<file path="config.mk">
export PLATFORM = sky130hd
export DESIGN_NAME = video_timing_gen
export DESIGN_NICKNAME = d
export VERILOG_FILES = /design/src/rtl/vtg_pkg.sv /design/src/rtl/vtg_axis_counter.sv /design/src/rtl/video_timing_gen.sv
export SDC_FILE = /design/constraint.sdc
export NUM_CORES = 1
export LEC_CHECK = 0
export ABC_AREA = 0
export CAP_MARGIN = 0
export CORE_MARGIN = 2
export CORE_UTILIZATION = 54
export DETAILED_ROUTE_END_ITERATION = 12
export PLACE_DENSITY = 0.75
export SLEW_MARGIN = 5
export SYNTH_ARGS = -nofsm -noshare
export SYNTH_HDL_FRONTEND = slang
export SYNTH_HIERARCHICAL = 1
export SYNTH_SLANG_ARGS = --single-unit
</file>
<file path="constraint.sdc">
create_clock -name i_clk -period 2.32 [get_ports i_clk]
set_input_delay 0.464 -clock i_clk [delete_from_list [all_inputs] [get_ports i_clk]]
set_output_delay 0.464 -clock i_clk [all_outputs]
set_load 0.02 [all_outputs]
</file>
<file path="src/rtl/vtg_pkg.sv">
// Shared timing defaults and helpers for the video timing generator.
// Colour-bar constants serve the optional VTG_COLORBAR_EN build.
package vtg_pkg;

    localparam int DEF_H_ACTIVE = 800;
    localparam int DEF_H_FP     = 40;
    localparam int DEF_H_SYNC   = 48;
    localparam int DEF_H_BP     = 40;
    localparam int DEF_V_ACTIVE = 480;
    localparam int DEF_V_FP     = 13;
    localparam int DEF_V_SYNC   = 3;
    localparam int DEF_V_BP     = 29;

    localparam int H_CNT_W = 11;
    localparam int V_CNT_W = 10;

    localparam logic [23:0] RGB_WHITE   = 24'hFFFFFF;
    localparam logic [23:0] RGB_YELLOW  = 24'hFFFF00;
    localparam logic [23:0] RGB_CYAN    = 24'h00FFFF;
    localparam logic [23:0] RGB_GREEN   = 24'h00FF00;
    localparam logic [23:0] RGB_MAGENTA = 24'hFF00FF;
    localparam logic [23:0] RGB_RED     = 24'hFF0000;
    localparam logic [23:0] RGB_BLUE    = 24'h0000FF;
    localparam logic [23:0] RGB_BLACK   = 24'h000000;

    function automatic int calc_h_total(
        input int active,
        input int fp,
        input int sync,
        input int bp
    );
        return active + fp + sync + bp;
    endfunction

    function automatic int calc_v_total(
        input int active,
        input int fp,
        input int sync,
        input int bp
    );
        return active + fp + sync + bp;
    endfunction

    function automatic logic [23:0] bar_rgb(input logic [2:0] idx);
        logic [23:0] rgb;
        rgb = RGB_BLACK;
        unique case (idx)
            3'd0: rgb = RGB_WHITE;
            3'd1: rgb = RGB_YELLOW;
            3'd2: rgb = RGB_CYAN;
            3'd3: rgb = RGB_GREEN;
            3'd4: rgb = RGB_MAGENTA;
            3'd5: rgb = RGB_RED;
            3'd6: rgb = RGB_BLUE;
            3'd7: rgb = RGB_BLACK;
        endcase
        return rgb;
    endfunction

endpackage

</file>
<file path="src/rtl/vtg_axis_counter.sv">
// One raster axis: wrapping counter plus active/sync region decode.
// Flags are combinational decodes of the current count.
module vtg_axis_counter
    import vtg_pkg::*;
#(
    parameter int ACTIVE = DEF_H_ACTIVE,
    parameter int FP     = DEF_H_FP,
    parameter int SYNC   = DEF_H_SYNC,
    parameter int BP     = DEF_H_BP,
    parameter int W      = H_CNT_W
) (
    input  logic         i_clk,
    input  logic         i_res_n,
    input  logic         step,
    output logic [W-1:0] cnt,
    output logic         wrap,
    output logic         active,
    output logic         sync
);

    localparam int TOTAL = ACTIVE + FP + SYNC + BP;

    localparam logic [W-1:0] LAST    = W'(TOTAL - 1);
    localparam logic [W-1:0] ACT_END = W'(ACTIVE);
    localparam logic [W-1:0] SYNC_LO = W'(ACTIVE + FP);
    localparam logic [W-1:0] SYNC_HI = W'(ACTIVE + FP + SYNC - 1);

    // Advance on step, returning to zero after the last position.
    always_ff @(posedge i_clk) begin
        if (!i_res_n) begin
            cnt <= '0;
        end else if (step) begin
            cnt <= wrap ? '0 : cnt + 1'b1;
        end
    end

    assign wrap   = (cnt == LAST);
    assign active = (cnt < ACT_END);
    assign sync   = (cnt >= SYNC_LO) && (cnt <= SYNC_HI);

endmodule

</file>
<file path="src/rtl/video_timing_gen.sv">
// Raster timing generator: syncs, data-enable and pixel coordinates.
// Optional colour-bar output o_rgb when VTG_COLORBAR_EN is defined.
module video_timing_gen
    import vtg_pkg::*;
#(
    parameter int H_ACTIVE = DEF_H_ACTIVE,
    parameter int H_FP     = DEF_H_FP,
    parameter int H_SYNC   = DEF_H_SYNC,
    parameter int H_BP     = DEF_H_BP,
    parameter int V_ACTIVE = DEF_V_ACTIVE,
    parameter int V_FP     = DEF_V_FP,
    parameter int V_SYNC   = DEF_V_SYNC,
    parameter int V_BP     = DEF_V_BP,
    parameter bit HS_POL   = 1'b0,
    parameter bit VS_POL   = 1'b0
) (
    input  logic         i_clk,
    input  logic         i_res_n,
    input  logic         i_en,
    output logic         o_hsync,
    output logic         o_vsync,
    output logic         o_de,
    output logic [10:0]  o_x,
    output logic [9:0]   o_y,
    output logic         o_line_start,
    output logic         o_frame_start
`ifdef VTG_COLORBAR_EN
    ,
    output logic [23:0]  o_rgb
`endif
);

    localparam int H_TOTAL =
        calc_h_total(H_ACTIVE, H_FP, H_SYNC, H_BP);
    localparam int V_TOTAL =
        calc_v_total(V_ACTIVE, V_FP, V_SYNC, V_BP);

    if (H_TOTAL > 2048) begin : g_h_total_err
        $error("H_TOTAL exceeds 2048");
    end
    if (V_TOTAL > 1024) begin : g_v_total_err
        $error("V_TOTAL exceeds 1024");
    end
    if (H_ACTIVE < 1 || H_FP < 1 ||
        H_SYNC < 1 || H_BP < 1) begin : g_h_par_err
        $error("horizontal timing values must be >= 1");
    end
    if (V_ACTIVE < 1 || V_FP < 1 ||
        V_SYNC < 1 || V_BP < 1) begin : g_v_par_err
        $error("vertical timing values must be >= 1");
    end

    logic [H_CNT_W-1:0] h_cnt;
    logic [V_CNT_W-1:0] v_cnt;
    logic               h_wrap;
    logic               v_wrap;
    logic               h_act;
    logic               v_act;
    logic               h_sync;
    logic               v_sync;
    logic               v_step;

    // v moves only on the h wrap, so vsync is line-aligned.
    assign v_step = i_en & h_wrap;

    vtg_axis_counter #(
        .ACTIVE (H_ACTIVE),
        .FP     (H_FP),
        .SYNC   (H_SYNC),
        .BP     (H_BP),
        .W      (H_CNT_W)
    ) u_h (
        .i_clk   (i_clk),
        .i_res_n (i_res_n),
        .step    (i_en),
        .cnt     (h_cnt),
        .wrap    (h_wrap),
        .active  (h_act),
        .sync    (h_sync)
    );

    vtg_axis_counter #(
        .ACTIVE (V_ACTIVE),
        .FP     (V_FP),
        .SYNC   (V_SYNC),
        .BP     (V_BP),
        .W      (V_CNT_W)
    ) u_v (
        .i_clk   (i_clk),
        .i_res_n (i_res_n),
        .step    (v_step),
        .cnt     (v_cnt),
        .wrap    (v_wrap),
        .active  (v_act),
        .sync    (v_sync)
    );

    // Register the decode of the current position on enabled edges.
    // Pulses drop on stalled edges so they are never re-issued.
    always_ff @(posedge i_clk) begin
        if (!i_res_n) begin
            o_hsync       <= ~HS_POL;
            o_vsync       <= ~VS_POL;
            o_de          <= 1'b0;
            o_x           <= '0;
            o_y           <= '0;
            o_line_start  <= 1'b0;
            o_frame_start <= 1'b0;
        end else if (i_en) begin
            o_hsync       <= h_sync ? HS_POL : ~HS_POL;
            o_vsync       <= v_sync ? VS_POL : ~VS_POL;
            o_de          <= h_act & v_act;
            o_x           <= h_cnt;
            o_y           <= v_cnt;
            o_line_start  <= (h_cnt == '0);
            o_frame_start <= (h_cnt == '0) && (v_cnt == '0);
        end else begin
            o_line_start  <= 1'b0;
            o_frame_start <= 1'b0;
        end
    end

`ifdef VTG_COLORBAR_EN
    logic [2:0] bar_idx;

    // Eight equal bars across the visible width.
    assign bar_idx =
        3'((32'(h_cnt) * 32'd8) / 32'(H_ACTIVE));

    // Colour registered alongside o_de; black outside the active area.
    always_ff @(posedge i_clk) begin
        if (!i_res_n) begin
            o_rgb <= '0;
        end else if (i_en) begin
            o_rgb <= (h_act & v_act) ? bar_rgb(bar_idx) : '0;
        end
    end
`else
    logic unused_wrap;
    assign unused_wrap = v_wrap;
`endif

`ifdef VTG_COLORBAR_EN
    logic unused_vwrap;
    assign unused_vwrap = v_wrap;
`endif

endmodule

</file>
## Yosys cells after proc, flatten, opt, wreduce, memory -nomap -nowiden

Cells that the tools add are included.

- Bitwise gates (word level): 2
- Add/sub/neg operators: 2
- Magnitude comparators: 6
- Reductions and logical operators: 6
- Equality and inequality tests: 2
- Muxes and demuxes: 4

Operators by type and width:

| operator | number |
|---|---|
| $add 11x1->11 const B | 1 |
| $eq 11x10->1 const B | 1 |
| $ge 11x10->1 const B | 1 |
| $le 11x10->1 const B | 1 |
| $logic_not 11->1 | 1 |
| $lt 11x10->1 const B | 1 |
| $mux 11 | 1 |
| $add 10x1->10 const B | 1 |
| $eq 10x10->1 const B | 1 |
| $ge 10x9->1 const B | 1 |
| $le 10x9->1 const B | 1 |
| $logic_not 10->1 | 1 |
| $lt 10x9->1 const B | 1 |
| $mux 10 | 1 |
| $logic_and 1x1->1 | 3 |
| $and 1x1->1 | 2 |
| $mux 1 | 2 |
| $reduce_and 2->1 | 1 |

- Word-level logic and storage cells: 31
- Output and inout port bits: 26
- Bits in registers: 47

## Logic depth before layout (Yosys ltp)

- Word-level depth: 3
- Gate-level depth with buffers: 8
- Mapped depth without buffers: 7

## By module

The synthesis kept the hierarchy.

By module, submodules not included:

| module | cells each | area each (sq um) | times used | sequential area each (sq um) |
|---|---|---|---|---|
| video_timing_gen | 92 | 1,008.5 | 1 | 520.5 |
| vtg_axis_counter (u_h) | 69 | 626.9 | 1 | 220.2 |
| vtg_axis_counter (u_v) | 69 | 590.6 | 1 | 200.2 |

## Worst setup path after synthesis

Ideal clock, no wire load.

- Kind: reg2reg
- Start: register u_h.cnt[0]
- End: register u_v.cnt[7]
- Arrival: 2.049 ns
- Setup slack: 0.205 ns
- Cell stages (with the launch flop): 9
- Path buffers: 1
- Cell sequence: dfxtp_1 ha_1 nand4bb_1 nor3_1 and2_1 buf_2 nand3_4 or4_4 a21oi_2

- Word-level cells in the longest chain between the ends: 2

RTL lines:

| element | RTL line | source |
|---|---|---|
| start, declared | vtg_axis_counter.sv:15 | `output logic [W-1:0] cnt,` |
| start signal, assigned | vtg_axis_counter.sv:33 | `cnt <= wrap ? '0 : cnt + 1'b1;` |
| $eq 11x10->1 | vtg_axis_counter.sv:37 | `assign wrap = (cnt == LAST);` |
| via h_wrap | video_timing_gen.sv:55 | `logic h_wrap;` |
| $and 1x1->1 | video_timing_gen.sv:64 | `assign v_step = i_en & h_wrap;` |
| via v_step | video_timing_gen.sv:61 | `logic v_step;` |
| end signal, assigned | vtg_axis_counter.sv:33 |  |
| end, declared | vtg_axis_counter.sv:15 |  |

The timed path passes the listed nets, and every way through them passes these cells.
A chain may end at the register's enable or synchronous reset.

## Final worst setup path

- Start: register u_h.cnt[3]
- End: register u_v.cnt[8]

The elaborated chain is that of the path after synthesis.

==> summary.txt <==
Clock tree
  • Worst-path clk slew: 80 ps
  • Latest clock arrival within the worst-skew pair: 300 ps
  • Cts repair resizes: 0
  • Max Root-Sink Buffers: 2
  • Hold-fix buffers at CTS: 0
  • H-tree Lvls: 2
  • TritonCTS clock tree: yes
  • CTS Buf Count: 5
  • Postcts setup bufs: 0
  • Root buffer cell: clkbuf_8
  • Clock Sinks: 47

STA
  • Setup violations, final: 0
  • Crit share post-route: 91.4%
  • Fin Setup TNS: 0 ps
  • Skew final: 5.08 ps
  • Max Freq: 0.472 GHz
  • Slew headroom: 65.7%
  • Pins Over Slew Limit: 0
  • Crit path time final: 2120 ps
  • Final Worst Setup Slack: 200 ps
  • Final-report hold violation count: 0
  • Unrepaired setup endpoints after global routing: no
  • Slew @ Worst Pin: 508 ps

Finish
  • Layout fillers: 349
  • Final Cell Area: 2690 µm²
  • Area Growth Syn to Fin: 20.9%
  • Share of post-route cells with drive strength above 1: 13.9%
  • # diodes: 0
  • Final net count: 276

Placed design
  • Pre-CTS setup slack: 333 ps
  • PortBufs: 28
  • HPWL after DPL: 3290 µm
  • Routability congestion estimate: 0.797
  • Placed Area: 2600 µm²

Route
  • Total Routed Length: 4710 µm
  • First-pass DRT Iterations: 4
  • Vias: 1791
  • DRC: 0
  • WL/cell: 14.8 µm
  • Post-DR vias/cell: 5.65
  • DR iter-0 viols: 82
  • Routed Antenna Nets: 0

Floorplanning
  • Die Height: 68.2 µm
  • Core area: 3970 µm²
  • Total die area: 4640 µm²
  • I/O Pins: 29
  • Starting density of the core: 56.0%
  • Cell row count: 23
  • Die W: 68.2 µm

Min path
  • Hold Crit Class: flop to flop

GRT
  • Largest net degree at the start of global routing: 19
  • GRT overflow: 0
  • Global router's overall resource usage: 23.0%
  • First-pass GRT wire length: 7950 µm
  • Initial antenna violation count: 0
  • Vias in the first global route: 1638

Power and ir drop
  • Peak supply drop: 414 µV
  • Power Total: 0.00142 W
  • Static leakage power: 0.985 nW
  • Power per Cell Area: 529 nW/µm²

Synthesis
  • Avg Cell Area, Syn: 9.70 µm²
  • Syn Nets: 238
  • Synthesized cell area: 2220 µm²
  • Cells after Synth: 229
  • Warnings, synthesis: 6

Setup path
  • Crit-path max FO: 8
  • CP Launch Type: flop
  • CP endpoint kind: flop
  • CP Class: flop to flop
  • CP Data Required Time: 2560 ps
  • Critical Path AT: 2360 ps

Status
  • Status: finished clean

Flow run
  • Max-Cap Viols: 0
==> flip-flops by register name, summed over array words and instances (netlist names) <==
register       count
o_x               11
u_h/cnt           11
o_y               10
u_v/cnt           10
o_de               1
o_frame_start      1
o_hsync            1
o_line_start       1
o_vsync            1
==> area by class of cell <==
class	count	area, µm²	area share, %
well taps	50	62.6	2.33
inverters	9	33.8	1.26
clock buffers	6	82.6	3.07
repair buffers	41	373	13.9
multi-input cells	163	1190	44.2
clock inverters	1	5.00	0.186
flip-flops and latches	47	941	35.0
==> per-layer routing <==
layer / GRT usage [%] / share of wire [%]
met1: 31.3 / 50
met2: 36.3 / 44
met3: 3.95 / 4.1
met4: 9.00 / 1.7
met5: 0 / 0
==> placed cells by master (no fill, tap or decap), types with 2 or more instances in the layout <==
master / n
nor2_1: 10
xor2_1: 4
nand2_1: 13
clkdlybuf4s50_1: 27
dfxtp_1: 47
clkbuf_8: 6
inv_1: 9
nor3_1: 3
nor4b_1: 3
nand4_1: 6
nor2b_1: 22
or4_1: 3
buf_4: 13
a21oi_1: 11
ha_1: 6
o31ai_1: 4
or3_1: 7
mux2i_1: 23
xnor2_1: 2
a21oi_2: 2
or4_4: 3
nand3_1: 6
o21ai_0: 9
a31oi_1: 2
a41o_2: 2
==> power by group <==
part | switching, W | total [W] | internal [W]
Clock | 0.000266 | 0.000500 | 0.000234
Combinational | 0.0000544 | 0.000102 | 0.0000471
Sequential | 0.00000467 | 0.000820 | 0.000815
Total | 0.000325 | 0.00142 | 0.00110
==> worst max-delay path: stages, from the launching register on <==
cell and delay [ps]:
dfxtp_1 550, nand3_2 200, nor3_1 270, and2_1 250
nand4_1 230, or3_1 410, a21oi_1 150
==> stage by stage <==
step	utilization (%)	hold WS, ps	cells
after CTS	67.6	482	317
after floorplan	-	481	229
final	67.6	477	317
after detailed placement	65.4	470	310
after global placement	65.4	464	310
after global routing	67.6	532	317
==> worst paths after layout <==
path         startpoint         end  slack [ps]  cells after the start
max reg2reg  u_h/cnt[3]  u_v/cnt[8]         200                      6
min reg2reg        o_de        o_de         480                      2
min                o_de        o_de         480                      2
max          u_h/cnt[3]  u_v/cnt[8]         200                      6
Note: power is estimated with default switching activity, not from simulation.
